### config.mk
export PLATFORM = sky130hd
export DESIGN_NAME = mem_rmw_ctrl_flat
export DESIGN_NICKNAME = d
export VERILOG_FILES = /design/src/rtl/mem_rmw_ctrl_if.sv /design/src/rtl/mem_rmw_ctrl.sv /design/src/flat_wrapper.sv
export SDC_FILE = /design/constraint.sdc
export NUM_CORES = 1
export LEC_CHECK = 0
export BUFFER_PORTS_ARGS = -buffer_cell sky130_fd_sc_hd__buf_2
export CAP_MARGIN = 10
export CELL_PAD_IN_SITES_DETAIL_PLACEMENT = 0
export CELL_PAD_IN_SITES_GLOBAL_PLACEMENT = 1
export CORE_AREA = 2 2 109 122
export DETAILED_ROUTE_END_ITERATION = 12
export DIE_AREA = 0 0 111 124
export GPL_ROUTABILITY_DRIVEN = 0
export PLACE_DENSITY_LB_ADDON = 0.08
export SYNTH_ARGS = -nofsm -noshare
export SYNTH_HDL_FRONTEND = slang
export SYNTH_SLANG_ARGS = --single-unit
export TNS_END_PERCENT = 100
### constraint.sdc
create_clock -name clk -period 5.2 [get_ports clk]
set_clock_uncertainty 0.2 [all_clocks]
set_input_delay 0.26 -clock clk [delete_from_list [all_inputs] [get_ports clk]]
set_output_delay 0.26 -clock clk [all_outputs]
set_load 0.03 [all_outputs]
### src/rtl/mem_rmw_ctrl_if.sv
// CPU request port and word-RAM port of the load/store sequencer, bundled as one interface.
interface mem_rmw_ctrl_if #(
  parameter int ADDR_W = 11
);
  logic              iReq;
  logic              iWr;
  logic [2:0]        iType;
  logic [31:0]       iAddr;
  logic [31:0]       iData;
  logic              oBusy;
  logic              oDone;
  logic              oErr;
  logic [31:0]       oData;
  logic              oMemR;
  logic              oMemW;
  logic [ADDR_W-1:0] oMemAddr;
  logic [31:0]       oMemData;
  logic [31:0]       iMemData;

  // Handshake: a request is taken on the rising edge where iReq=1 and oBusy=0; the
  // access ends with exactly one cycle of oDone (or oErr), and iReq while oBusy=1 is dropped.
  modport slave (
    input  iReq, iWr, iType, iAddr, iData, iMemData,
    output oBusy, oDone, oErr, oData, oMemR, oMemW, oMemAddr, oMemData
  );

  modport master (
    output iReq, iWr, iType, iAddr, iData, iMemData,
    input  oBusy, oDone, oErr, oData, oMemR, oMemW, oMemAddr, oMemData
  );
endinterface

### src/rtl/mem_rmw_ctrl.sv
// Load/store sequencer: lane extract/extend for loads, read-modify-write for sub-word
// stores, so the RAM only sees full-word accesses.
module mem_rmw_ctrl #(
  parameter int ADDR_W = 11
) (
  input  logic                 clk,
  input  logic                 rst,
  mem_rmw_ctrl_if.slave        bus,
  output logic [2:0]           dbg_state_o
);

  typedef enum logic [2:0] {S_IDLE, S_RD, S_CAP, S_WR, S_DONE, S_ERR} state_e;
  typedef enum logic [1:0] {SZ_B, SZ_H, SZ_W} size_e;

  state_e            state_q, state_d;
  logic              wr_q, wr_d;
  size_e             size_q, size_d;
  logic              sgn_q, sgn_d;
  logic [1:0]        lane_q, lane_d;
  logic [ADDR_W-1:0] addr_q, addr_d;
  logic [31:0]       word_q, word_d;
  logic [31:0]       odata_q, odata_d;

  size_e       req_size;
  logic        req_sgn;
  logic        req_mis;
  logic [7:0]  rd_byte;
  logic [15:0] rd_half;
  logic [31:0] extracted;
  logic [31:0] merged;
  logic        unused_addr;

  assign unused_addr = ^bus.iAddr[31:ADDR_W+2];

  // Codes 101-111 fall through to word.
  always_comb begin
    req_size = SZ_W;
    req_sgn  = 1'b0;
    case (bus.iType)
      3'b001:  req_size = SZ_H;
      3'b010:  begin req_size = SZ_H; req_sgn = 1'b1; end
      3'b011:  req_size = SZ_B;
      3'b100:  begin req_size = SZ_B; req_sgn = 1'b1; end
      default: req_size = SZ_W;
    endcase
    req_mis = ((req_size == SZ_W) && (bus.iAddr[1:0] != 2'b00)) ||
              ((req_size == SZ_H) && bus.iAddr[0]);
  end

  always_comb begin
    rd_byte   = bus.iMemData[{lane_q, 3'b000} +: 8];
    rd_half   = lane_q[1] ? bus.iMemData[31:16] : bus.iMemData[15:0];
    extracted = bus.iMemData;
    merged    = bus.iMemData;
    case (size_q)
      SZ_B: begin
        extracted = sgn_q ? {{24{rd_byte[7]}}, rd_byte} : {24'h0, rd_byte};
        merged[{lane_q, 3'b000} +: 8] = word_q[7:0];
      end
      SZ_H: begin
        extracted = sgn_q ? {{16{rd_half[15]}}, rd_half} : {16'h0, rd_half};
        if (lane_q[1]) merged[31:16] = word_q[15:0];
        else           merged[15:0]  = word_q[15:0];
      end
      default: begin
        extracted = bus.iMemData;
        merged    = bus.iMemData;
      end
    endcase
  end

  // word_q carries the store data from accept until CAP replaces it with the merged word.
  always_comb begin
    state_d = state_q;
    wr_d    = wr_q;
    size_d  = size_q;
    sgn_d   = sgn_q;
    lane_d  = lane_q;
    addr_d  = addr_q;
    word_d  = word_q;
    odata_d = odata_q;
    case (state_q)
      S_IDLE: begin
        if (bus.iReq) begin
          wr_d   = bus.iWr;
          size_d = req_size;
          sgn_d  = req_sgn;
          lane_d = bus.iAddr[1:0];
          addr_d = bus.iAddr[ADDR_W+1:2];
          word_d = bus.iData;
          if (req_mis)                             state_d = S_ERR;
          else if (bus.iWr && (req_size == SZ_W))  state_d = S_WR;
          else                                     state_d = S_RD;
        end
      end
      S_RD:   state_d = S_CAP;
      S_CAP: begin
        if (wr_q) begin
          word_d  = merged;
          state_d = S_WR;
        end else begin
          odata_d = extracted;
          state_d = S_DONE;
        end
      end
      S_WR:   state_d = S_DONE;
      S_DONE: state_d = S_IDLE;
      S_ERR:  state_d = S_IDLE;
      default: state_d = S_IDLE;
    endcase
  end

  always_ff @(posedge clk) begin
    if (rst) begin
      state_q <= S_IDLE;
      wr_q    <= 1'b0;
      size_q  <= SZ_W;
      sgn_q   <= 1'b0;
      lane_q  <= 2'b00;
      addr_q  <= '0;
      word_q  <= '0;
      odata_q <= '0;
    end else begin
      state_q <= state_d;
      wr_q    <= wr_d;
      size_q  <= size_d;
      sgn_q   <= sgn_d;
      lane_q  <= lane_d;
      addr_q  <= addr_d;
      word_q  <= word_d;
      odata_q <= odata_d;
    end
  end

  assign bus.oBusy    = (state_q != S_IDLE);
  assign bus.oDone    = (state_q == S_DONE);
  assign bus.oErr     = (state_q == S_ERR);
  assign bus.oMemR    = (state_q == S_RD);
  assign bus.oMemW    = (state_q == S_WR);
  assign bus.oMemAddr = addr_q;
  assign bus.oMemData = word_q;
  assign bus.oData    = odata_q;
  assign dbg_state_o  = state_q;

endmodule

### src/flat_wrapper.sv
// flat-port wrapper written by rule: the top's interface ports become plain ports
module mem_rmw_ctrl_flat 
#(
  parameter int ADDR_W = 11
)
  (clk, rst, dbg_state_o, bus_iReq, bus_iWr, bus_iType, bus_iAddr, bus_iData, bus_iMemData, bus_oBusy, bus_oDone, bus_oErr, bus_oData, bus_oMemR, bus_oMemW, bus_oMemAddr, bus_oMemData);
  mem_rmw_ctrl_if #(.ADDR_W(ADDR_W)) bus_i ();
  input  logic clk;
  input  logic rst;
  output logic [2:0] dbg_state_o;
  input wire logic [$bits(bus_i.iReq)-1:0] bus_iReq;
  input wire logic [$bits(bus_i.iWr)-1:0] bus_iWr;
  input wire logic [$bits(bus_i.iType)-1:0] bus_iType;
  input wire logic [$bits(bus_i.iAddr)-1:0] bus_iAddr;
  input wire logic [$bits(bus_i.iData)-1:0] bus_iData;
  input wire logic [$bits(bus_i.iMemData)-1:0] bus_iMemData;
  output wire logic [$bits(bus_i.oBusy)-1:0] bus_oBusy;
  output wire logic [$bits(bus_i.oDone)-1:0] bus_oDone;
  output wire logic [$bits(bus_i.oErr)-1:0] bus_oErr;
  output wire logic [$bits(bus_i.oData)-1:0] bus_oData;
  output wire logic [$bits(bus_i.oMemR)-1:0] bus_oMemR;
  output wire logic [$bits(bus_i.oMemW)-1:0] bus_oMemW;
  output wire logic [$bits(bus_i.oMemAddr)-1:0] bus_oMemAddr;
  output wire logic [$bits(bus_i.oMemData)-1:0] bus_oMemData;
  assign bus_i.iReq = bus_iReq;
  assign bus_i.iWr = bus_iWr;
  assign bus_i.iType = bus_iType;
  assign bus_i.iAddr = bus_iAddr;
  assign bus_i.iData = bus_iData;
  assign bus_i.iMemData = bus_iMemData;
  assign bus_oBusy = bus_i.oBusy;
  assign bus_oDone = bus_i.oDone;
  assign bus_oErr = bus_i.oErr;
  assign bus_oData = bus_i.oData;
  assign bus_oMemR = bus_i.oMemR;
  assign bus_oMemW = bus_i.oMemW;
  assign bus_oMemAddr = bus_i.oMemAddr;
  assign bus_oMemData = bus_i.oMemData;
  mem_rmw_ctrl #(.ADDR_W(ADDR_W)) u_core (.clk(clk), .rst(rst), .bus(bus_i), .dbg_state_o(dbg_state_o));
endmodule
==> results.py <==
metrics = {
    "outcome": {
        "outcome": "finished clean",
    },
    "cts": {
        "clk_pin_slew_worst_paths_ps": 70,
        "cts_buffers": 9,
        "cts.root.buffer_cell": "clkbuf_16",
        "cts.htree.levels": 3,
        "cts_tree": "yes",
        "ctsResizeCount": 0,
        "clock_sinks": 84,
        "insertion_delay_ps": 340,
        "hold_buffers": 14,
        "cts_setup_buffers": 0,
        "cts_buffer_depth": 2,
    },
    "timing": {
        "finalSetupViolations": 0,
        "grt_setup_unrepaired": "no",
        "finalMaxSlewViolations": 0,
        "finalHoldViolCount": 0,
        "fmax_ghz": 0.3612,
        "worst_slew_pin_slew_ps": 872.1,
        "setup_ws_ps": 2431,
        "layout_min_cycle_time_ps": 2769,
        "relSlewSlack_pct": 41.67,
        "tns_ps": 0,
        "fin_crit_sh_pct": 53.25,
    },
    "detailed_routing": {
        "avgRoutedWirePerCell_um": 18.93,
        "drt-initial-drc-count": 330,
        "drtAntennaViolNets": 0,
        "vias_per_cell": 5.499,
        "route.detailed.drc": 0,
        "drt_first_pass_iters": 6,
        "wl_um": 15370,
        "dr_total_vias": 4465,
    },
    "synthesis": {
        "synth.cell_area_mm2": 0.004285,
        "synth_compound_area_share_pct": 32.18,
        "synth_fp_nets": 603,
        "synth_top_family_by_area": "compound AO/OA/AOI/OAI gates",
        "synth_mux_area_share_pct": 2.015,
        "synth_cell_types": 56,
        "synth_fa_ha_area_share_pct": 1.460,
        "synth_ff_type": "dfxtp_1",
        "async_reset_ff_share_pct": 0,
        "ys_ff_latch": 84,
        "synth_area_per_cell_um2": 8.657,
        "synth_xor_area_share_pct": 0.6131,
        "synth.yosys.warnings": 0,
        "synth-seq-area-share_pct": 39.24,
        "synthCells": 495,
        "synthSimpleGateAreaFrac_pct": 18.89,
        "synth_edf_count": 0,
    },
    "die": {
        "die-height_um": 124,
        "io_pins": 186,
        "die_area_mm2": 0.01376,
        "core_area_mm2": 0.01243,
        "fp-row-count": 43,
        "initial_utilization_pct": 34.48,
        "die_x_um": 111,
    },
    "critical_path": {
        "critical_path_class": "reg -> reg",
        "endpoint_kind": "register",
        "critPathMaxStageDelay_ps": 880,
        "reg2reg_depth": 4,
        "crit_buf_inv": 0,
        "critical-path-slowest-cell": "a31oi_2",
        "path_max_fanout": 19,
        "worstSetupPathDepth": 4,
        "critical_path_arrival_ps": 2750,
        "cpLargestDelayFamily": "compound AO/OA/AOI/OAI gates",
        "critPathLaunchType": "register",
        "cp.required_ps": 5180,
        "rrSetupSlack_ps": 2430,
        "crit_chain": "nor3b_1 > nand2_1 > a31oi_2 > a211oi_1",
    },
    "grt": {
        "grt_antenna_before_repair": 0,
        "gr-usage-all-layers_pct": 21.91,
        "grt_pass1_wl_um": 23470,
        "grt_start_max_net_pins": 47,
        "grt-ovfl-total": 0,
        "grt_pass1_vias": 4127,
    },
    "power": {
        "p_comb_share_pct": 26.9,
        "seqPwrFrac_pct": 38.9,
        "vdd_ir_drop_max_mv": 0.1795,
        "p_per_area_mw_per_mm2": 350.1,
        "p_leak_nw": 2.416,
        "p_sw_share_pct": 34.73,
        "clock_power_share_pct": 34.1,
        "p_int_w": 0.001286,
        "switchingPower_w": 0.0006842,
    },
    "job": {
        "max_cap_viol_count": 0,
    },
    "finish": {
        "diodes": 0,
        "synthToLayoutAreaGrowth_pct": 31.30,
        "finalInstanceArea_mm2": 0.005627,
        "nNetsFinal": 758,
        "final_layout_size_suffix_gt1_share_pct": 30.69,
    },
    "worst_hold_path": {
        "hold_path_class": "in -> reg",
        "min_path_cells": 3,
    },
    "place": {
        "port_buffers": 166,
        "dp_hpwl_um": 11210,
        "postPlaceCellArea_mm2": 0.005159,
        "dp_slack_ps": 2437,
    },
}
==> cells in the mapped netlist, drive strengths merged (7+ instances only) <==
library cell / count / area (um^2)
o32ai: 16 / 140.1
a21oi: 44 / 224.0
buf: 18 / 101.3
nand2: 64 / 240.2
o22ai: 7 / 43.79
o21ai: 11 / 58.80
a222oi: 7 / 70.07
a221o: 15 / 150.1
a211oi: 25 / 187.7
a22oi: 8 / 60.06
a21o: 9 / 67.56
inv: 13 / 48.80
nand2b: 25 / 156.4
nor2: 38 / 150.1
a32o: 8 / 80.08
dfxtp: 84 / 1682
o2bb2ai: 10 / 87.58
a221oi: 16 / 140.1
clkbuf: 24 / 90.09
==> metal layers <==
layer	track usage, %	share of wire [%]
met1	30.49	46
met2	33.36	44
met3	5.061	8.2
met4	7.891	1.3
met5	0	0
==> worst min-delay path: cells and delay by family <==
kind / cells / cell delay [ps]
buffers and inverters: 1 / 130
AO/OA/AOI/OAI: 1 / 60
AND/OR/NAND/NOR: 1 / 70
==> metrics by stage <==
step	instances	power [W]	utilization, %	hold WS (ps)
finish	812	0.001970	45.27	29.08
global route	812	0.002064	45.27	39.46
CTS	811	0.001977	45.15	20.87
detailed placement	781	0.001298	41.51	245.4
global placement	781	0.001291	41.51	238.7
floorplan	495	0.001124	-	196.0
==> kinds of logic (layout without fill, tap and decap cells) <==
logic type / Yosys count / after routing
AOI/OAI and AO/OA: 184 / 184
and+or+nand+nor: 157 / 157
DFF: 84 / 84
buffers and inverters: 55 / 215
muxes: 7 / 7
adders and majority gates: 5 / 5
xor gates and xnor gates: 3 / 3
==> layout make-up <==
type | count | area [um^2]
clock buffer | 11 | 252.7
clock inverter | 5 | 60.06
fill | 1278 | 6802
inverter | 13 | 48.80
multi-input combinational | 356 | 2364
sequential | 84 | 1682
tap | 157 | 196.4
timing repair buffer | 186 | 1023
==> state kept, by name (all words and copies together) (netlist names) <==
signal,cells
u_core.bus.oData,32
u_core.bus.oMemAddr,11
u_core.sgn_q,1
u_core.wr_q,1
u_core.size_q,2
u_core.dbg_state_o,3
u_core.bus.oMemData,32
u_core.lane_q,2
==> power by group through the flow <==
stage	registers, W	logic (W)	clock network [W]
after global routing	0.000775	0.000574	0.000715
final	0.000767	0.000531	0.000672
after global placement	0.000779	0.000513	0
after detailed placement	0.000780	0.000518	0
after floorplan	0.000875	0.000249	0
after CTS	0.000766	0.000528	0.000683
==> cell usage in the layout (no fill, tap or decap), types with 7 or more instances in the layout <==
cell type      count
a32o_1             8
dlygate4sd3_1     14
dfxtp_1           84
o22ai_1            7
buf_2            166
a21o_1             9
o2bb2ai_1         10
a222oi_1           7
o32ai_1           16
a22oi_1            8
clkbuf_16          9
inv_1             13
a221oi_1          16
a211oi_1          25
nand2_1           64
o21ai_0            9
nand2b_1          25
nor2_1            37
a21oi_1           43
a221o_1           15
==> path summary, 6_finish.rpt <==
check,from,end
max,u_core.dbg_state_o[1],u_core.bus.oData[20]
min,bus_iMemData[22],u_core.bus.oData[22]
max reg2reg,u_core.dbg_state_o[1],u_core.bus.oData[20]
min reg2reg,u_core.bus.oData[9],u_core.bus.oData[9]
Power figures use the tool's default switching activity.
